## config.mk

```make
export PLATFORM = sky130hd
export DESIGN_NAME = nibble_serial_adder
export DESIGN_NICKNAME = d
export VERILOG_FILES = /design/src/rtl/serial_adder_pkg.sv /design/src/rtl/nibble_adder_slice.sv /design/src/rtl/nibble_serial_adder.sv
export SDC_FILE = /design/constraint.sdc
export NUM_CORES = 1
export LEC_CHECK = 0
export CAP_MARGIN = 20
export CORE_MARGIN = 3
export CORE_UTILIZATION = 55
export CTS_CLUSTER_DIAMETER = 100
export CTS_CLUSTER_SIZE = 25
export DETAILED_ROUTE_END_ITERATION = 8
export PLACE_DENSITY = 0.84
export SYNTH_ARGS = -nofsm -noshare
export SYNTH_HDL_FRONTEND = slang
export SYNTH_SLANG_ARGS = --single-unit
```

## constraint.sdc

```tcl
create_clock -name clk -period 5.2 [get_ports clk]
set_input_delay 1.56 -clock clk [delete_from_list [all_inputs] [get_ports clk]]
set_output_delay 1.56 -clock clk [all_outputs]
set_load 0.05 [all_outputs]
```

## src/rtl/serial_adder_pkg.sv

```systemverilog
// Shared definitions for the nibble-serial adder: slice width and FSM state encodings.
package serial_adder_pkg;

  localparam int unsigned NIBBLE_W = 4;

  typedef enum logic [1:0] {
    IDLE = 2'b00,
    RUN  = 2'b01,
    DONE = 2'b10
  } state_e;

endpackage : serial_adder_pkg

```

## src/rtl/nibble_adder_slice.sv

```systemverilog
// Combinational 4-bit adder slice used once per clock by nibble_serial_adder.
// Ports:
//   a, b   : 4-bit addends
//   cin    : carry into bit 0
//   sum4   : 4-bit sum
//   cout   : carry out of bit 3
//   c3     : carry into bit 3 (only with NIBBLE_SERIAL_ADDER_OVF_EN defined)
module nibble_adder_slice
  import serial_adder_pkg::*;
(
  input  logic [NIBBLE_W-1:0] a,
  input  logic [NIBBLE_W-1:0] b,
  input  logic                cin,
`ifdef NIBBLE_SERIAL_ADDER_OVF_EN
  output logic                c3,
`endif
  output logic [NIBBLE_W-1:0] sum4,
  output logic                cout
);

  assign {cout, sum4} = (NIBBLE_W+1)'(a) + (NIBBLE_W+1)'(b) + (NIBBLE_W+1)'(cin);

`ifdef NIBBLE_SERIAL_ADDER_OVF_EN
  // Carry into the MSB, from adding the lower three bits only.
  logic [NIBBLE_W-1:0] low_sum;
  assign low_sum = {1'b0, a[NIBBLE_W-2:0]} + {1'b0, b[NIBBLE_W-2:0]} + NIBBLE_W'(cin);
  assign c3      = low_sum[NIBBLE_W-1];
`endif

endmodule : nibble_adder_slice

```

## src/rtl/nibble_serial_adder.sv

```systemverilog
// Multi-cycle WIDTH-bit adder/subtractor, one nibble per clock through a single slice.
// Optional signed-overflow output enabled by macro NIBBLE_SERIAL_ADDER_OVF_EN
// (ovf tied to 0 when undefined).
// Ports:
//   clk, rst        : clock, synchronous active-high reset
//   start           : request, accepted only in IDLE
//   a, b, cin, sub  : operands, latched on the accepting edge
//   busy            : high while in RUN
//   done            : one-cycle pulse, result valid
//   sum, cout, ovf  : result, held until the next operation completes
module nibble_serial_adder
  import serial_adder_pkg::*;
#(
  parameter int unsigned WIDTH = 16
) (
  input  logic             clk,
  input  logic             rst,
  input  logic             start,
  input  logic [WIDTH-1:0] a,
  input  logic [WIDTH-1:0] b,
  input  logic             cin,
  input  logic             sub,
  output logic             busy,
  output logic             done,
  output logic [WIDTH-1:0] sum,
  output logic             cout,
  output logic             ovf
);

  localparam int unsigned NIB   = WIDTH / NIBBLE_W;
  localparam int unsigned CNT_W = $clog2(NIB) + 1;

  if (((WIDTH % NIBBLE_W) != 0) || (WIDTH < NIBBLE_W)) begin : g_bad_width
    $error("nibble_serial_adder: WIDTH must be a multiple of 4 and at least 4");
  end

  state_e             state_q, state_d;
  logic [CNT_W-1:0]   cnt_q, cnt_d;
  logic [WIDTH-1:0]   a_sr_q, a_sr_d;
  logic [WIDTH-1:0]   b_sr_q, b_sr_d;
  logic               carry_q, carry_d;
  logic [WIDTH-1:0]   res_q, res_d;
  logic [WIDTH-1:0]   sum_q, sum_d;
  logic               cout_q, cout_d;
  logic               busy_q, busy_d;
  logic               done_q, done_d;

  logic [NIBBLE_W-1:0] slice_sum;
  logic                slice_cout;
  logic [WIDTH-1:0]    res_next;

`ifdef NIBBLE_SERIAL_ADDER_OVF_EN
  logic slice_c3;
  logic ovf_q, ovf_d;
`endif

  nibble_adder_slice u_slice (
    .a    (a_sr_q[NIBBLE_W-1:0]),
    .b    (b_sr_q[NIBBLE_W-1:0]),
    .cin  (carry_q),
`ifdef NIBBLE_SERIAL_ADDER_OVF_EN
    .c3   (slice_c3),
`endif
    .sum4 (slice_sum),
    .cout (slice_cout)
  );

  // Slice result enters at the MSB end so the final nibble lands on top.
  assign res_next = (res_q >> NIBBLE_W) | (WIDTH'(slice_sum) << (WIDTH - NIBBLE_W));

  // Next-state and datapath update.
  always_comb begin
    state_d = state_q;
    cnt_d   = cnt_q;
    a_sr_d  = a_sr_q;
    b_sr_d  = b_sr_q;
    carry_d = carry_q;
    res_d   = res_q;
    sum_d   = sum_q;
    cout_d  = cout_q;
    busy_d  = 1'b0;
    done_d  = 1'b0;
`ifdef NIBBLE_SERIAL_ADDER_OVF_EN
    ovf_d   = ovf_q;
`endif
    unique case (state_q)
      IDLE: begin
        if (start) begin
          state_d = RUN;
          cnt_d   = '0;
          a_sr_d  = a;
          b_sr_d  = sub ? ~b : b;
          // Subtraction is A + ~B + 1, with borrow-in removing the +1.
          carry_d = cin ^ sub;
          busy_d  = 1'b1;
        end
      end
      RUN: begin
        a_sr_d  = a_sr_q >> NIBBLE_W;
        b_sr_d  = b_sr_q >> NIBBLE_W;
        carry_d = slice_cout;
        cnt_d   = cnt_q + CNT_W'(1);
        res_d   = res_next;
        busy_d  = 1'b1;
        if (cnt_q == CNT_W'(NIB - 1)) begin
          state_d = DONE;
          busy_d  = 1'b0;
          done_d  = 1'b1;
          sum_d   = res_next;
          cout_d  = slice_cout;
`ifdef NIBBLE_SERIAL_ADDER_OVF_EN
          ovf_d   = slice_c3 ^ slice_cout;
`endif
        end
      end
      DONE: begin
        state_d = IDLE;
      end
      default: begin
        state_d = IDLE;
      end
    endcase
  end

  // State and result registers.
  always_ff @(posedge clk) begin
    if (rst) begin
      state_q <= IDLE;
      cnt_q   <= '0;
      a_sr_q  <= '0;
      b_sr_q  <= '0;
      carry_q <= 1'b0;
      res_q   <= '0;
      sum_q   <= '0;
      cout_q  <= 1'b0;
      busy_q  <= 1'b0;
      done_q  <= 1'b0;
    end else begin
      state_q <= state_d;
      cnt_q   <= cnt_d;
      a_sr_q  <= a_sr_d;
      b_sr_q  <= b_sr_d;
      carry_q <= carry_d;
      res_q   <= res_d;
      sum_q   <= sum_d;
      cout_q  <= cout_d;
      busy_q  <= busy_d;
      done_q  <= done_d;
    end
  end

`ifdef NIBBLE_SERIAL_ADDER_OVF_EN
  always_ff @(posedge clk) begin
    if (rst) begin
      ovf_q <= 1'b0;
    end else begin
      ovf_q <= ovf_d;
    end
  end
  assign ovf = ovf_q;
`else
  assign ovf = 1'b0;
`endif

  assign busy = busy_q;
  assign done = done_q;
  assign sum  = sum_q;
  assign cout = cout_q;

endmodule : nibble_serial_adder
```

==> metrics, run 1 <==
share of post-route cells with drive strength above 1 9.33%; Period Utilization, post-route 59.0%; # Post-CTS Setup Buffers 0; Hold Path Class flip-flop to flip-flop; Worst Setup Slack, final 2.13 ns; sequential share of the synthesized area 47.0%; Routed WL per cell between 10 and 15 um; Yosys top cell by area dfxtp_1; most frequent cell after synthesis dfxtp_1; Ant. Diodes 0; Mapped Area 0.00294 mm2; Syn Nets 370; first-pass GRT wire length roughly 11000 um; Final ANT Viol Nets 0; clock skew 0.00738 ns; startpoint types input port; Worst Tran Pin Value between 0.9 and 1 ns; CTS Buf Count 9; VDD IR max 0.201 mV; htree depth 3; initial antenna violation count 0; syn avg cell area 9.02 um2; leak pwr 1.34 nW; post-DR vias/cell about 5.5; HPWL after DPL 4190 um; outcome complete, no violations; Sequential cell area 0.00138 mm2; total global-route track usage 21.9%; critical path capture point type flip-flop; delay-heaviest family, CP buffers and inverters; flops & latches, synth 69; area growth from synthesis to layout 27.2%; die height 79.1 um; WP data required 5.42 ns; Final GP Congestion 0.802; reg2reg start cnt_q[0]$_SDFFE_PP0P_; CP cell instances clkdlybuf4s50_1 -> xnor2_1 -> a2111oi_2; r2r setup slk 3.23 ns; CTS hold repair buffers 0; clock sinks roughly 70; Die ar. about 0.0063 mm2; Yosys cell types 33; Initial DRT Pass Iterations 4; Tot Pwr 1.32 mW; detailed-route DRC error count 0; Setup CP Type input port to flip-flop; crit-path max cell delay 1.09 ns; post-CTS sizing 0; multi-input combinational cell area 0.00139 mm2; Fmax around 0.33 GHz; CTS tree yes; unrepaired setup endpoints after global routing no; Buf+Inv Stages, Crit Path 1; Post-synth EDFFs 0; pre-CTS setup slack 1.79 ns; port bufs 55; final wirelength 6270 um; max-cap viol count 0; Hold Path Sink sum[2]$_SDFFE_PP0P_; die width 79.1 um; Vias 2450; FF-to-FF path depth 5; setup total negative slack 0 ns; Final Hold Vio Count 0; clock latency on the worst-skew pair 0.34 ns; PD cells between 300 and 400 mW/mm2; final setup violation count 0; Commonest cells post-synth dfxtp_1 (69), nor2_1 (51), nand2_1 (45); Placed Area 0.00346 mm2; vias in the first global route around 2400; largest net degree at the start of global routing 47; min cycle time layout 3.07 ns; leading post-synthesis cells by cell area dfxtp_1 (47%), nor2_1 (6.5%), nand2_1 (5.7%), a2111oi_2 (5.1%), a211oi_1 (4.3%); CTS max path bufs 2; worst relative slew slack 37.1%; Hold Crit Start sum[2]$_SDFFE_PP0P_; Ports 57; Worst EP arrival 3.29 ns; CTS root buffer clkbuf_8; Synth Flop Type dfxtp_1; Row Count 25; Finished Cell Area between 0.003 and 0.004 mm2; Cells after Synth ~330; CORE AREA roughly 0.0049 mm2; Nets ~410; WHS Path Cells 2; total grt overflow 0; Worst R2R End sum[15]$_SDFFE_PP0P_; initial core utilization just under 60%; Max Slew Vio Count 0; fillers about 380; Worst-path clk slew 0.07 ns; yosys warns 0; DRT iter0 DRCs 133; Slowest cell on crit path clkdlybuf4s50_1; crit path max fanout 17; Synth async-reset ratio 0%; top cell type's share of synthesized area a little under half
[how the worst max path moves through the flow]
stage                     start                      end  cells past startpoint
after global routing        sub   b_sr_q[1]$_SDFFE_PP0P_                      3
after floorplan             sub  b_sr_q[10]$_SDFFE_PP0P_                      4
after global placement      sub   b_sr_q[6]$_SDFFE_PP0P_                      3
final                       sub   b_sr_q[7]$_SDFFE_PP0P_                      3
after CTS                   sub   b_sr_q[7]$_SDFFE_PP0P_                      3
after detailed placement    sub   b_sr_q[7]$_SDFFE_PP0P_                      3
[cell families after synthesis]
group / after synthesis / synth area share, %
AO/OA/AOI/OAI: 87 / 22.8
buffers and inverters: 35 / 5.92
XOR/XNOR: 18 / 5.36
AND/OR/NAND/NOR: 109 / 15.3
flip-flops: 69 / 47.0
adder cells (fa/ha/maj): 7 / 3.49
other: 1 / 0.128
[area by class of cell]
type | instances | area share, %
multi-input combinational | 222 | 37.1
sequential | 69 | 36.9
timing repair buffer | 60 | 15.6
clock buffer | 10 | 3.68
clock inverter | 6 | 3.58
tap | 67 | 2.24
inverter | 8 | 0.803
[worst min-delay path, stage by stage (launching register included)]
cell and delay [ns]:
dfxtp_1 0.31, nand2_1 0.05, a21oi_1 0.05
[layer usage]
layer	GRT usage, %	routed length [um]
met1	26.9	2700
met3	3.40	272
met4	9.79	103
met2	37.6	3200
met5	0	0
[cells in the final DEF, fill, tap and decap left out, types with 2 or more instances in the layout]
| cell | count |
|---|---|
| nor3b_1 | 2 |
| a221oi_1 | 2 |
| fa_1 | 2 |
| ha_1 | 5 |
| clkdlybuf4s50_1 | 54 |
| a2111oi_0 | 4 |
| xnor2_1 | 13 |
| nand3b_1 | 2 |
| nand2_1 | 45 |
| a2111oi_2 | 10 |
| xor2_1 | 5 |
| buf_4 | 5 |
| o221ai_1 | 2 |
| a311o_1 | 2 |
| nor2b_1 | 3 |
| a211oi_1 | 17 |
| nand2b_1 | 2 |
| a22oi_1 | 10 |
| clkbuf_8 | 10 |
| nor2_1 | 51 |
| bufinv_16 | 4 |
| dfxtp_1 | 69 |
| a21oi_1 | 25 |
| o22ai_1 | 12 |
| inv_1 | 8 |
[flip-flops by register name (all words and copies together) (netlist names), 2 cells and up]
register	flops
a_sr_q	16
b_sr_q	16
cnt_q	3
res_q	12
state_q	2
sum	16
[report_power, final]
| group | switching [mW] | internal (mW) | total [mW] |
|---|---|---|---|
| Clock | 0.202 | 0.380 | 0.582 |
| Combinational | 0.0839 | 0.0747 | 0.159 |
| Sequential | 0.0177 | 0.557 | 0.574 |
| Total | 0.304 | 1.01 | 1.32 |
[per-stage QoR]
step	cells	hold WS, ns	util (%)
CTS	441	0.458	75.5
global placement	425	0.437	70.0
finish	442	0.453	75.6
global route	442	0.467	75.6
detailed placement	425	0.447	70.0
floorplan	326	0.432	-
Note: power is estimated with default switching activity, not from simulation.
==> inputs of run 2 (changes only) <==
--- a/config.mk
+++ b/config.mk
@@ -7,11 +7,11 @@
 export LEC_CHECK = 0
 export CAP_MARGIN = 20
 export CORE_MARGIN = 3
-export CORE_UTILIZATION = 55
+export CORE_UTILIZATION = 46
 export CTS_CLUSTER_DIAMETER = 100
 export CTS_CLUSTER_SIZE = 25
 export DETAILED_ROUTE_END_ITERATION = 8
-export PLACE_DENSITY = 0.84
+export PLACE_DENSITY = 0.75
 export SYNTH_ARGS = -nofsm -noshare
 export SYNTH_HDL_FRONTEND = slang
 export SYNTH_SLANG_ARGS = --single-unit
==> constraint.sdc (replaced) <==
create_clock -name clk -period 2.75 [get_ports clk]
set_input_delay 0.825 -clock clk [delete_from_list [all_inputs] [get_ports clk]]
set_output_delay 0.825 -clock clk [all_outputs]
set_load 0.05 [all_outputs]
==> run 2 against run 1 <==
Die area up 18%. Register-to-register slack lost 2.4 ns. Clock skew rose by 0.0034 ns. Clock power grew 55%. Critical endpoint is now busy. Total power is 74% higher.
==> metrics, run 2 (synthesis gave the netlist of run 1 again) <==
sw power 556 uW (was 304 uW); Worst EP arrival 1.49 ns (was 3.29 ns); max-cap viol count 0 (unchanged); Nets 416 (was 414); share of post-route cells with drive strength above 1 9.02% (was 9.33%); WP data required 1.93 ns (was 5.42 ns); total global-route track usage 18.7% (was 21.9%); Hold Path Class flip-flop to flip-flop (unchanged); Slowest cell on crit path clkdlybuf4s50_1 (unchanged); Setup CP Type flip-flop to output port (was input port to flip-flop); # Post-CTS Setup Buffers 0 (unchanged); most frequent cells in the layout dfxtp_1 (69), clkdlybuf4s50_1 (54), nor2_1 (51), nand2_1 (45), a21oi_1 (25) (unchanged); reg2reg start cnt_q[0]$_SDFFE_PP0P_ (unchanged); Tot Pwr 2.29 mW (was 1.32 mW); VDD IR max 0.366 mV (was 0.201 mV); Initial DRT Pass Iterations 4 (unchanged); Worst R2R End sum[15]$_SDFFE_PP0P_ (unchanged); first-pass GRT wire length 10800 um (was 10900 um); setup total negative slack 0 ns (unchanged); delay-heaviest family, CP buffers and inverters (unchanged); htree depth 3 (unchanged); CORE AREA 0.00606 mm2 (was 0.00494 mm2); FF-to-FF path depth 5 (unchanged); Max Slew Vio Count 0 (unchanged); initial core utilization 48.5% (was 59.5%); CTS max path bufs 2 (unchanged); CP cell instances clkdlybuf4s50_1 (was clkdlybuf4s50_1 -> xnor2_1 -> a2111oi_2); final wirelength 6230 um (was 6270 um); Finished Cell Area 0.00372 mm2 (was 0.00374 mm2); Ports 57 (unchanged); commonest non-fill, non-tap cell in the layout dfxtp_1 (unchanged); PD cells 616 mW/mm2 (was 352 mW/mm2); Die ar. 0.00738 mm2 (was 0.00626 mm2); Crit path depth 1 (was 3); Placed Area 0.00350 mm2 (was 0.00346 mm2); die height 85.9 um (was 79.1 um); worst relative slew slack 42.2% (was 37.1%); post-DR vias/cell 5.32 (was 5.54); Worst-path clk slew 0.07 ns (about the same); clock latency on the worst-skew pair 0.34 ns (about the same); detailed-route DRC error count 0 (unchanged); Buf+Inv Stages, Crit Path 1 (unchanged); clock skew 0.0107 ns (was 0.00738 ns); initial antenna violation count 0 (unchanged); CP endpoint busy (was b_sr_q[7]$_SDFFE_PP0P_); port bufs 55 (unchanged); Fmax 0.432 GHz; crit-path max cell delay 0.80 ns (was 1.09 ns); r2r setup slk 0.85 ns (was 3.23 ns); total grt overflow 0 (unchanged); Logic pwr share 13.2% (was 12.1%); Worst Tran Pin Value 0.866 ns (was 0.940 ns); startpoint types flip-flop (was input port); die width 85.9 um (was 79.1 um); Final GP Congestion 0.807 (was 0.802); CTS root buffer clkbuf_8 (unchanged); outcome complete, no violations (unchanged); HPWL after DPL 4230 um (was 4190 um); clock sinks 69 (unchanged); Row Count 28 (was 25); CTS hold repair buffers 0 (unchanged); largest net degree at the start of global routing 30 (was 47); Clock power frac 39.4% (was 44.3%); Period Utilization, post-route 84.2%; fillers 550 (was 378); crit path launch busy$_SDFF_PP0_ (was sub); internal power 1.74 mW (was 1.01 mW); Vias 2404 (was 2450); Final Hold Vio Count 0 (unchanged); crit path max fanout 1 (was 17); dpl cells 435 (was 425); min cycle time layout 2.32 ns; CTS Buf Count 9 (unchanged); Sw Ratio 24.3% (was 23.1%); DRT iter0 DRCs 132 (was 133); area growth from synthesis to layout 26.6% (was 27.2%); CTS tree yes (unchanged); unrepaired setup endpoints after global routing no (unchanged); critical path capture point type output port (was flip-flop); leak pwr 1.33 nW (was 1.34 nW); Ant. Diodes 0 (unchanged); Seq pwr share 47.4% (was 43.7%); vias in the first global route 2305 (was 2442); final setup violation count 0 (unchanged); Routed WL per cell 13.8 um (was 14.2 um); Final ANT Viol Nets 0 (unchanged); post-CTS sizing 0 (unchanged); fin cells 452 (was 442)
[run 2: cell count changes in the layout (fill, tap and decap cells not counted), sizes merged]
cell and delta:
clkbuf +3, buf +2, bufinv -2, clkinv -1
[run 2: cell type report]
cell class | count | area (um2) | share of cell area, %
clock buffer | 13 | 149 | 4.00
multi-input combinational | 222 | 1390 | 37.3
tap | 75 | 93.8 | 2.52
timing repair buffer | 62 | 611 | 16.4
inverter | 8 | 30.0 | 0.807
sequential | 69 | 1380 | 37.1
clock inverter | 3 | 68.8 | 1.85
[run 2: metrics by stage]
| stage | utilization (%) | hold slack (ns) | worst slack (ns) |
|---|---|---|---|
| floorplan | - | 0.432 | 1.07 |
| global placement | 57.7 | 0.440 | 0.192 |
| detailed placement | 57.7 | 0.446 | 0.160 |
| CTS | 61.3 | 0.456 | 0.412 |
| global route | 61.4 | 0.477 | 0.387 |
| finish | 61.4 | 0.452 | 0.433 |
[run 2: power groups by stage]
stage                     combinational (mW)  sequential (mW)  clock, mW
after global placement                 0.296             1.11          0
after CTS                              0.302             1.09      0.923
final                                  0.302             1.09      0.903
after global routing                   0.340             1.09      0.962
after floorplan                        0.208             1.10          0
after detailed placement               0.300             1.11          0
[run 2: worst min path at each step]
stage                     startpoint                     to  slack, ns  depth (start not counted)
2_1_floorplan  res_q[4]$_SDFFE_PP0P_    sum[0]$_SDFFE_PP0P_       0.43                          2
6_report         sum[0]$_SDFFE_PP0P_    sum[0]$_SDFFE_PP0P_       0.45                          2
3_5_place_dp   res_q[4]$_SDFFE_PP0P_    sum[0]$_SDFFE_PP0P_       0.45                          2
4_1_cts        res_q[4]$_SDFFE_PP0P_    sum[0]$_SDFFE_PP0P_       0.46                          2
5_1_grt        res_q[7]$_SDFFE_PP0P_  res_q[7]$_SDFFE_PP0P_       0.48                          2
3_3_place_gp   res_q[7]$_SDFFE_PP0P_    sum[3]$_SDFFE_PP0P_       0.44                          2
[run 2: metal layers]
layer	track usage [%]	part of all wire [%]	wire length (um)	vias up
li1	-	-	-	1229
met1	25.0	46	2900	1092
met2	27.5	46	2860	69
met3	3.65	4.6	286	14
met4	11.8	3.0	190	0
met5	0	0	0	-
[run 2: tightest hold or removal path: stages (launching register included)]
cell,delay [ns]
dfxtp_1,0.31
nand2_1,0.05
a21oi_1,0.05
==> inputs of run 3 (changes only) <==
==> constraint.sdc (replaced) <==
create_clock -name clk -period 2.1 [get_ports clk]
set_input_delay 0.63 -clock clk [delete_from_list [all_inputs] [get_ports clk]]
set_output_delay 0.63 -clock clk [all_outputs]
set_load 0.05 [all_outputs]
==> run 3 against run 2 <==
Sequential power grew 30%. Die area is the same. Flip-flop and latch count did not move. Sequential share of layout area up 0.25 points. Non-clock buffer count is 7 higher. Routed wire length fell by 0.40%. Critical path depth grew 5. Register-to-register slack lost 0.59 ns. Total power increased by 22%. Critical path type is now flip-flop to flip-flop. Clock power increased by 5.6%. First-iteration DRC count down 31%. Largest power group unchanged.
==> metrics, run 3 (synthesis gave the netlist of run 1 again) <==
fillers 556 (was 550); met3 GRT Util 5.57% (was 3.65%); port bufs 55 (unchanged); vias in the first global route 2467 (was 2305); Routed WL per cell 13.5 um (was 13.8 um); max-cap viol count 0 (unchanged); Period Utilization, post-route 87.6%; Tot Pwr 2.79 mW (was 2.29 mW); clock sinks 69 (unchanged); unrepaired setup endpoints after global routing no (unchanged); Core Util, Final 61.0% (was 61.4%); detailed-route DRC error count 0 (unchanged); Initial DRT Pass Iterations 4 (unchanged); die width 85.9 um (unchanged); worst relative slew slack 54.3% (was 42.2%); Fmax between 0.5 and 0.6 GHz; Ant. Diodes 0 (unchanged); Worst-path clk slew 0.08 ns (was 0.07 ns); Ports 57 (unchanged); met1 usage 21.8% (was 25.0%); initial antenna violation count 0 (unchanged); Sw Ratio 27.8% (was 24.3%); WP data required 2.37 ns (was 1.93 ns); Clock power frac 34.2% (was 39.4%); busiest metal layer after global routing met2 (unchanged); Worst Tran Pin Value 0.686 ns (was 0.866 ns); fin cells 459 (was 452); Hold Path Class flip-flop to flip-flop (unchanged); clock latency on the worst-skew pair 0.35 ns (was 0.34 ns); # Post-CTS Setup Buffers 0 (unchanged); share of post-route cells with drive strength above 1 16.4% (was 9.02%); final setup violation count 0 (unchanged); Die ar. 0.00738 mm2 (unchanged); leak pwr 1.38 nW (was 1.33 nW); total grt overflow 0 (unchanged); Logic pwr share 14.8% (was 13.2%); PD cells 753 mW/mm2 (was 616 mW/mm2); internal power 2.01 mW (was 1.74 mW); Final Hold Vio Count 0 (unchanged); Worst EP arrival 2.11 ns (was 1.49 ns); Nets 423 (was 416); critical path capture point type flip-flop (was output port); met2 Use GR 31.1% (was 27.5%); HPWL after DPL 4370 um (was 4230 um); DRT iter0 DRCs 91 (was 132); Max Slew Vio Count 0 (unchanged); total global-route track usage 18.5% (was 18.7%); clock skew 0.00986 ns (was 0.0107 ns); final hold slack 0.454 ns (was 0.452 ns); min cycle time layout 1.84 ns; Final ANT Viol Nets 0 (unchanged); Vias 2461 (was 2404); CTS Buf Count 9 (unchanged); Row Count 28 (unchanged); CTS tree yes (unchanged); largest net degree at the start of global routing 27 (was 30); CTS max path bufs 2 (unchanged); most frequent cells in the layout dfxtp_1 (69), nor2_1 (51), nand2_1 (45), clkdlybuf4s50_1 (35), buf_4 (31) (was dfxtp_1 (69), clkdlybuf4s50_1 (54), nor2_1 (51), nand2_1 (45), a21oi_1 (25)); Final GP Congestion 0.750 (was 0.807); sw power 775 uW (was 556 uW); Setup CP Type flip-flop to flip-flop (was flip-flop to output port); crit path max fanout 2 (was 1); initial core utilization 48.5% (unchanged); post-CTS sizing 0 (unchanged); CORE AREA 0.00606 mm2 (unchanged); final wirelength 6210 um (was 6230 um); startpoint types flip-flop (unchanged); Seq pwr share 50.9% (was 47.4%); htree depth 3 (unchanged); CTS hold repair buffers 0 (unchanged); area growth from synthesis to layout 25.8% (was 26.6%); dpl cells 443 (was 435); die height 85.9 um (unchanged); commonest non-fill, non-tap cell in the layout dfxtp_1 (unchanged); CTS root buffer clkbuf_8 (unchanged); post-DR vias/cell 5.36 (was 5.32); first-pass GRT wire length 10800 um (unchanged); VDD IR max 0.438 mV (was 0.366 mV); outcome complete, no violations (unchanged)
## run 3: cell count changes in the layout (fill, tap and decap cells not counted)
cell,previous run,this run
clkinv_2,0,2
buf_4,6,31
clkinvlp_4,0,2
inv_6,0,1
bufinv_16,2,0
clkdlybuf4s50_1,54,35
buf_12,1,2
clkbuf_1,3,0
clkbuf_8,10,9
clkinv_4,1,2
## run 3: layout make-up
class / count / area, um2 / area share, %
clock buffers: 9 / 124 / 3.35
clock inverters: 7 / 51.3 / 1.39
inverters: 8 / 30.0 / 0.812
multi-input cells: 222 / 1390 / 37.6
flip-flops and latches: 69 / 1380 / 37.4
well taps: 75 / 93.8 / 2.54
repair buffers: 69 / 628 / 17.0
## run 3: worst paths after layout
check                               to  cells past startpoint              startpoint  slack (ns)
hold reg to reg    sum[2]$_SDFFE_PP0P_                      2   res_q[6]$_SDFFE_PP0P_        0.45
setup / recovery  carry_q$_SDFFE_PP0P_                      6  a_sr_q[0]$_SDFFE_PP0P_        0.26
setup reg to reg  carry_q$_SDFFE_PP0P_                      6  a_sr_q[0]$_SDFFE_PP0P_        0.26
hold / removal     sum[2]$_SDFFE_PP0P_                      2   res_q[6]$_SDFFE_PP0P_        0.45
## run 3: per-layer routing
layer  share of wire (%)  up-vias
met4                 1.7        0
met2                  49       54
met1                  45     1157
li1                    -     1240
met5                   0        -
met3                 4.7       10
## run 3: power groups by stage
| stage | clock network, mW | logic (mW) | registers, mW |
|---|---|---|---|
| 2_1_floorplan | 0 | 0.273 | 1.44 |
| 3_3_place_gp | 0 | 0.406 | 1.45 |
| 3_5_place_dp | 0 | 0.416 | 1.45 |
| 4_1_cts | 0.985 | 0.417 | 1.42 |
| 5_1_grt | 1.03 | 0.465 | 1.43 |
| 6_report | 0.954 | 0.413 | 1.42 |
## run 3: worst max-delay path, cell delays in order, from the launching register on
cell	delay, ns
dfxtp_1	0.31
inv_1	0.07
fa_1	0.47
fa_1	0.42
nor2b_1	0.18
o221ai_1	0.16
a21oi_1	0.17
## run 3: metrics by stage
stage	cell area (um2)	setup WS, ns	setup TNS (ns)
after CTS	3700	0.263	0
after floorplan	2940	0.459	0
after detailed placement	3520	-0.00277	-0.00277
final	3700	0.260	0
after global placement	3520	0.0762	0
after global routing	3700	0.130	0
